`src/rtl/adder_result_fifo_if.sv`:
```
// adder_result_fifo_if
//   Valid/allow stream carrying one adder result {res, cout}.
//   master : drives valid/res/cout, samples allow
//   slave  : samples valid/res/cout, drives allow
//   A beat transfers on a rising clock edge where valid && allow.
interface adder_result_fifo_if #(
    parameter int WIDTH = 32
);
    logic             valid;
    logic [WIDTH-1:0] res;
    logic             cout;
    logic             allow;

    modport master (output valid, output res, output cout, input allow);
    modport slave  (input valid, input res, input cout, output allow);
endinterface

```
`src/rtl/adder_result_fifo.sv`:
```
// adder_result_fifo
//   In-order result buffer placed after the 4-stage pipelined adder. It takes
//   {res,cout} on the adder's valid/allow handshake and re-presents it to the
//   consumer on the same handshake, so consumer back-pressure never reaches
//   the adder's last stage combinationally.
// Ports
//   clk      rising-edge clock
//   rst      asynchronous reset, active-low
//   flush    synchronous flush, active-low; empties the FIFO, keeps acc_cnt
//   in_if    slave stream from the adder (valid/res/cout in, allow out)
//   out_if   master stream to the consumer (valid/res/cout out, allow in)
//   count    number of stored entries
//   full     count == DEPTH
//   empty    count == 0
//   acc_cnt  results accepted since reset (wraps)
module adder_result_fifo #(
    parameter int WIDTH = 32,
    parameter int DEPTH = 4,
    parameter int CNTW  = 16
) (
    input  logic                       clk,
    input  logic                       rst,
    input  logic                       flush,
    adder_result_fifo_if.slave         in_if,
    adder_result_fifo_if.master        out_if,
    output logic [$clog2(DEPTH):0]     count,
    output logic                       full,
    output logic                       empty,
    output logic [CNTW-1:0]            acc_cnt
);
    localparam int AW = $clog2(DEPTH);
    localparam int CW = AW + 1;

    logic [AW-1:0] rd_ptr;
    logic [AW-1:0] wr_ptr;
    logic [CW-1:0] cnt;
    logic [WIDTH:0] mem [DEPTH];    // {cout, res}

    logic push;
    logic pop;

    // Status comes only from the registered count, so in_allow has no
    // combinational dependency on the consumer's allow.
    assign full         = (cnt == CW'(DEPTH));
    assign empty        = (cnt == '0);
    assign count        = cnt;
    assign in_if.allow  = !full;
    assign out_if.valid = !empty;
    assign out_if.res   = mem[rd_ptr][WIDTH-1:0];
    assign out_if.cout  = mem[rd_ptr][WIDTH];

    assign push = in_if.valid && in_if.allow;
    assign pop  = out_if.valid && out_if.allow;

    // Pointers are AW bits wide and DEPTH is a power of two, so increment
    // wraps modulo DEPTH for free.
    always_ff @(posedge clk or negedge rst) begin
        if (!rst) begin
            rd_ptr <= '0;
            wr_ptr <= '0;
            cnt    <= '0;
        end else if (!flush) begin
            rd_ptr <= '0;
            wr_ptr <= '0;
            cnt    <= '0;
        end else begin
            if (push) wr_ptr <= wr_ptr + 1'b1;
            if (pop)  rd_ptr <= rd_ptr + 1'b1;
            case ({push, pop})
                2'b10:   cnt <= cnt + 1'b1;
                2'b01:   cnt <= cnt - 1'b1;
                default: cnt <= cnt;
            endcase
        end
    end

    // Storage is intentionally not reset; a flushed push must not write
    // either, though a stale write would be harmless since count is zeroed.
    always_ff @(posedge clk) begin
        if (flush && push) mem[wr_ptr] <= {in_if.cout, in_if.res};
    end

    // Accepted-result counter survives flush; a push discarded by flush
    // is not counted.
    always_ff @(posedge clk or negedge rst) begin
        if (!rst)              acc_cnt <= '0;
        else if (flush && push) acc_cnt <= acc_cnt + 1'b1;
    end
endmodule
```
`src/flat_wrapper.sv`:
```
// flat-port wrapper written by rule: the top's interface ports become plain ports
module adder_result_fifo_flat 
#(
    parameter int WIDTH = 32,
    parameter int DEPTH = 4,
    parameter int CNTW  = 16
)
  (clk, rst, flush, count, full, empty, acc_cnt, in_if_valid, in_if_res, in_if_cout, in_if_allow, out_if_valid, out_if_res, out_if_cout, out_if_allow);
  adder_result_fifo_if #(.WIDTH(WIDTH)) in_if_i ();
  adder_result_fifo_if #(.WIDTH(WIDTH)) out_if_i ();
  input  logic clk;
  input  logic rst;
  input  logic flush;
  output logic [$clog2(DEPTH):0] count;
  output logic full;
  output logic empty;
  output logic [CNTW-1:0] acc_cnt;
  input wire logic [$bits(in_if_i.valid)-1:0] in_if_valid;
  input wire logic [$bits(in_if_i.res)-1:0] in_if_res;
  input wire logic [$bits(in_if_i.cout)-1:0] in_if_cout;
  output wire logic [$bits(in_if_i.allow)-1:0] in_if_allow;
  output wire logic [$bits(out_if_i.valid)-1:0] out_if_valid;
  output wire logic [$bits(out_if_i.res)-1:0] out_if_res;
  output wire logic [$bits(out_if_i.cout)-1:0] out_if_cout;
  input wire logic [$bits(out_if_i.allow)-1:0] out_if_allow;
  assign in_if_i.valid = in_if_valid;
  assign in_if_i.res = in_if_res;
  assign in_if_i.cout = in_if_cout;
  assign in_if_allow = in_if_i.allow;
  assign out_if_valid = out_if_i.valid;
  assign out_if_res = out_if_i.res;
  assign out_if_cout = out_if_i.cout;
  assign out_if_i.allow = out_if_allow;
  adder_result_fifo #(.WIDTH(WIDTH), .DEPTH(DEPTH), .CNTW(CNTW)) u_core (.clk(clk), .rst(rst), .flush(flush), .in_if(in_if_i), .out_if(out_if_i), .count(count), .full(full), .empty(empty), .acc_cnt(acc_cnt));
endmodule
```
`config.mk`:
```
export PLATFORM = sky130hd
export DESIGN_NAME = adder_result_fifo_flat
export DESIGN_NICKNAME = d
export VERILOG_FILES = /design/src/rtl/adder_result_fifo_if.sv /design/src/rtl/adder_result_fifo.sv /design/src/flat_wrapper.sv
export SDC_FILE = /design/constraint.sdc
export NUM_CORES = 1
export LEC_CHECK = 0
export CELL_PAD_IN_SITES_DETAIL_PLACEMENT = 1
export CELL_PAD_IN_SITES_GLOBAL_PLACEMENT = 1
export CORE_UTILIZATION = 46
export CTS_BUF_LIST = sky130_fd_sc_hd__clkbuf_16
export CTS_CLUSTER_SIZE = 10
export DETAILED_ROUTE_END_ITERATION = 12
export HOLD_SLACK_MARGIN = 0.02
export PLACE_DENSITY_LB_ADDON = 0.1
export SYNTH_ARGS = -nofsm -noshare
export SYNTH_HDL_FRONTEND = slang
export SYNTH_SLANG_ARGS = --single-unit
```
`constraint.sdc`:
```
create_clock -name clk -period 2.5 [get_ports clk]
set_input_delay 0.5 -clock clk [delete_from_list [all_inputs] [get_ports clk]]
set_output_delay 0.5 -clock clk [all_outputs]
set_load 0.01 [all_outputs]
```
* Word-level counts from Yosys, hierarchy flattened
Memory sizes are Yosys's and may differ from the RTL's.
Cells that the tools add are included.
** Word-level totals
- Bits in writable memories :: 132
- Input port bits :: 38
- Logic and storage cells :: 30
- Bits in registers :: 23
- Memories :: 1
** Cells by class
- Equality and inequality tests :: 6
- Add/subtract/negate cells :: 5
- Muxes and demuxes :: 8
- Reduce and logical (&&, ||, !) cells :: 6
** Memory list
- u_core.mem :: depth 4, bits a word 33, read ports 1, clocked after memory_dff 0, wr ports 1, RTL line adder_result_fifo.sv:37 : logic [WIDTH:0] mem [DEPTH];
** Operators with widths (count)
- $add 16x1->16 const B :: 1
- $mux 2 :: 4
- $pmux 3 s2 :: 1
- $add 2x1->2 const B :: 2
- $ne 2x1->1 const B :: 2
- $add 3x1->3 const B :: 1
- $eq 3x3->1 const B :: 1
- $logic_and 1x1->1 :: 3
- $logic_not 3->1 :: 1
- $mux 3 :: 1
- $ne 3x1->1 const B :: 1
- $sub 3x1->3 const B :: 1
- $eq 2x1->1 const B :: 1
- $eq 2x2->1 const B :: 1
- $logic_not 1->1 :: 2
- $mux 1 :: 2

* Longest topological paths before layout
- Depth in word-level cells :: 6
- Mapped depth :: 7

* Least setup slack after synthesis
Ideal clock, no wire load.
- Path kind :: flip-flop to flip-flop
- Start :: register u_core.cnt[0] (netlist: u_core.count[0])
- End :: memory u_core.mem[2][0] (netlist name), enable pin
- Buffers on the path :: 1
- Arrival :: 1.947 ns
- Cell stages (with the launch flop) :: 6
- Required time :: 2.107 ns
- Slack :: 0.160 ns
- Cell sequence :: dfrtp_1 or3b_1 buf_6 inv_2 nor2_2 and2_1
** Between the ends
- Cells in the longest elaborated chain, start to end :: 6
** Ends and longest elaborated chain
- start, declared :: RTL line adder_result_fifo.sv:36 : logic [CW-1:0] cnt;
- start signal, assigned :: RTL line adder_result_fifo.sv:70 : 2'b10: cnt <= cnt + 1'b1;
- start signal, assigned :: RTL line adder_result_fifo.sv:71 : 2'b01: cnt <= cnt - 1'b1;
- start signal, assigned :: RTL line adder_result_fifo.sv:72 : default: cnt <= cnt;
- $eq 3x3->1 :: RTL line adder_result_fifo.sv:44 : assign full = (cnt == CW'(DEPTH));
- $logic_not 1->1 :: RTL line adder_result_fifo.sv:47 : assign in_if.allow = !full;
- via in_if_allow :: RTL line flat_wrapper.sv:21 : output wire logic [$bits(in_if_i.allow)-1:0] in_if_allow;
- $logic_and 1x1->1 :: RTL line adder_result_fifo.sv:52 : assign push = in_if.valid && in_if.allow;
- $logic_and 1x1->1 :: RTL line adder_result_fifo.sv:80 : if (flush && push) mem[wr_ptr] <= {in_if.cout, in_if.res};
- $mux 1 :: RTL line adder_result_fifo.sv:80
- $mux 1 (implied by the code) :: RTL line adder_result_fifo.sv:80
- end, declared :: RTL line adder_result_fifo.sv:37
The timed path passes the listed nets, and every way through them passes these cells.

* Final worst setup path
- Start :: register u_core.rd_ptr[0]
- End :: output out_if_res[30]
** Between the ends
- Cells in the longest elaborated chain, start to end :: 1
** Ends and longest elaborated chain
- start, declared :: RTL line adder_result_fifo.sv:34 : logic [AW-1:0] rd_ptr;
- start signal, assigned :: RTL line adder_result_fifo.sv:68 : if (pop) rd_ptr <= rd_ptr + 1'b1;
- $mem_v2 4x33
- end, declared :: RTL line flat_wrapper.sv:23 : output wire logic [$bits(out_if_i.res)-1:0] out_if_res;
No other way between the ends.

==> run_results.csv <==
group,metric,value,unit
run_status,status,"completed",
cts,cts_tree,"built",
synth,synthCells,282,
synth,netlist_area,0.005921,sq mm
cts,numCtsBuffers,17,
layout,drive_above_1_share,23.99,%
timing,layout_min_cycle_time,2425,ps
routing,num_vias,3038,
timing,max_slew_margin,49.31,%
synth,avgSynthCellArea,21.00,sq um
synth,synth_cell_type_count,31,
worst_setup_path,critPathArrivalTime,1930,ps
routing,route.detailed.drc,0,
place,portBuffers,93,
global_routing,met1_usage,24.17,%
routing,wirelength,11510,um
timing,fin_tns_setup,0,ps
routing,viasPerCell,5.123,
routing,drt-wirelength-per-cell,19.40,um
global_routing,grt_pass1_wl,17670,um
power_and_ir_drop,power.switching,1.935,mW
power_and_ir_drop,pwr-share-clk,32.6,%
power_and_ir_drop,powerDensity,949.7,mW/mm^2
place,post-dp-hpwl,7261,um
timing,setup_violations,0,
floorplan,rows,41,
routing,firstDrtPassIters,4,
job,max_cap_viol_count,0,
cts,clock-sinks,155,
timing,hold_violations,0,
routing,drt_iter0_drc,195,
power_and_ir_drop,combPwrFrac,25.0,%
synth,synth.net_count,326,
floorplan,fp.dieH,115.5,um
power_and_ir_drop,finalPower,7.446,mW
floorplan,die_x,115.5,um
synth,synth_warnings,0,
global_routing,grt_pass1_vias,3265,
global_routing,use_met2,30.10,%
power_and_ir_drop,p_sw_share,25.99,%
cts,htreeDepth,4,
power_and_ir_drop,ir_worst_vdd,0.4740,mV
synth,ys_seq_area_share,76.67,%
global_routing,globalRoute.busiestLayer,"met2",
hold_path,hp-class,"in2async",
layout,final_cell_mix,"132 x edfxtp_1, 58 x clkdlybuf4s50_1, 33 x mux4_2, 32 x dlygate4sd2_1, 19 x dfrtp_1",
timing,worst_pin_slew,753.9,ps
place,place.gp.congestion,0.7503,
layout,syn2layout_area_growth,32.42,%
cts,clkTransAtPathRegs,60,ps
timing,skew,3.714,ps
cts,clk_path_buf_depth,2,
cts,cts-root-buf,"clkbuf_16",
global_routing,grtUsageMet3,6.224,%
worst_setup_path,crit_fanout,14,
power_and_ir_drop,seqPwrFrac,42.5,%
worst_setup_path,end_kind,"primary output",
layout,final_common_cell,"edfxtp_1",
worst_setup_path,required,2000,ps
global_routing,antenna_found_initial,0,
floorplan,coreArea,0.01257,sq mm
synth,synth_seq_cells,155,
layout,nets,452,
floorplan,io_pins,94,
floorplan,die-area,0.01333,sq mm
layout,diodes,0,
layout,nFillCells,1086,
routing,ant_nets,0,
cts,clock_latency,420,ps
timing,maxSlewViolCount,0,
worst_setup_path,path_class,"reg2out",
power_and_ir_drop,p_leak,2.775,nW
timing,rsz0062_at_grt,"false",
timing,timing.final.crit_share,97.01,%
global_routing,overflow,0,
worst_setup_path,reg2reg_slack,220,ps
global_routing,grt_max_degree,24,
floorplan,start_util,47.11,%
power_and_ir_drop,p_int,5.511,mW
global_routing,grt_usage,18.92,%
timing,max_freq,0.4123,GHz
worst_setup_path,crit_path_start_kind,"register",
routing by layer:
layer	vias up	part of all wire, %
li1	1385	-
met1	1555	44
met2	86	50
met3	12	5.0
met4	0	1.2
met5	-	0
path summary, 6_finish.rpt:
check                                          startpoint                        endpoint  depth (start not counted)
max                          u_core.rd_ptr[0]$_DFFE_PN0P_                  out_if_res[30]                          4
min in group clk           u_core.acc_cnt[15]$_DFFE_PN0P_  u_core.acc_cnt[15]$_DFFE_PN0P_                          1
min reg2reg                u_core.acc_cnt[15]$_DFFE_PN0P_  u_core.acc_cnt[15]$_DFFE_PN0P_                          1
min                                                   rst  u_core.acc_cnt[10]$_DFFE_PN0P_                          2
max in group asynchronous                             rst     u_core.count[0]$_DFFE_PN0P_                          2
max reg2reg                   u_core.count[0]$_DFFE_PN0P_     u_core.count[2]$_DFFE_PN0P_                          6
logic make-up (layout without fill, tap and decap cells):
logic type / Yosys count / count (layout) / share of synthesized area [%]
xor gates and xnor gates: 19 / 19 / 2.811
muxes: 36 / 36 / 13.08
DFF: 155 / 155 / 76.67
and+or+nand+nor: 46 / 46 / 4.227
adders and majority gates: 6 / 6 / 1.395
AOI/OAI and AO/OA: 6 / 6 / 0.7187
buffers and inverters: 14 / 153 / 1.099
critical path, cell delays in order, from the launching register on:
cell and delay [ps]:
dfrtp_2 400, buf_12 170, buf_4 140, mux4_2 480, dlygate4sd2_1 300
timing repair:
action	CTS	global route
gates resized for setup	36	4
buffers inserted	6	0
gates cloned	0	0
setup endpoints to repair	35	3
hold buffers	0	0
registers in the layout (all words and copies together), names as in the netlist:
signal and flops:
u_core.wr_ptr 2, u_core.count 3, u_core.mem 132, u_core.rd_ptr 2, u_core.acc_cnt 16
layout make-up:
| type | instances | area, sq um | share of cell area [%] |
|---|---|---|---|
| flip-flops and latches | 155 | 4544 | 57.96 |
| multi-input cells | 113 | 1324 | 16.88 |
| repair buffers | 116 | 1176 | 15.00 |
| clock buffers | 17 | 425.4 | 5.426 |
| well taps | 172 | 215.2 | 2.745 |
| clock inverters | 15 | 136.4 | 1.740 |
| inverters | 5 | 18.77 | 0.2394 |
power by group through the flow:
stage / logic, mW / clock network, mW / registers, mW
CTS: 1.90 / 2.48 / 3.17
detailed placement: 1.97 / 0 / 3.22
global route: 2.01 / 2.56 / 3.19
floorplan: 0.988 / 0 / 3.20
global placement: 1.96 / 0 / 3.20
finish: 1.86 / 2.42 / 3.16
stage by stage:
stage	worst slack [ps]	hold slack, ps	instance area, sq um	instances	util [%]
floorplan	159.9	204.4	5921	282	-
global placement	276.5	482.2	7268	555	57.83
detailed placement	208.0	482.0	7268	555	57.83
CTS	16.13	440.0	7839	593	62.37
global route	1.972	478.0	7840	593	62.38
finish	74.85	436.1	7840	593	62.38
cell usage after synthesis:
cell type,number,area share [%]
nand2_1,13,0.82
a21o_1,1,0.13
nor4_1,1,0.11
xnor2_1,15,2.2
xor2_1,4,0.59
nor2_1,5,0.32
nand4_1,10,1.1
fa_1,1,0.34
nor2_2,1,0.11
a21oi_2,1,0.15
buf_2,4,0.34
or3b_1,1,0.15
nand3_1,2,0.17
nand2b_1,1,0.11
mux2i_1,2,0.34
mux2_2,1,0.19
and2_1,4,0.42
inv_2,1,0.063
edfxtp_1,132,67
or3_2,1,0.13
and3_1,6,0.63
nor4_2,1,0.21
mux4_2,33,13
buf_6,1,0.19
o31ai_1,1,0.13
a21oi_1,2,0.17
inv_1,4,0.25
dfrtp_1,23,9.7
clkbuf_1,4,0.25
ha_1,5,1.1
a211o_1,1,0.15
No activity file was read; power rests on OpenSTA's default activity.
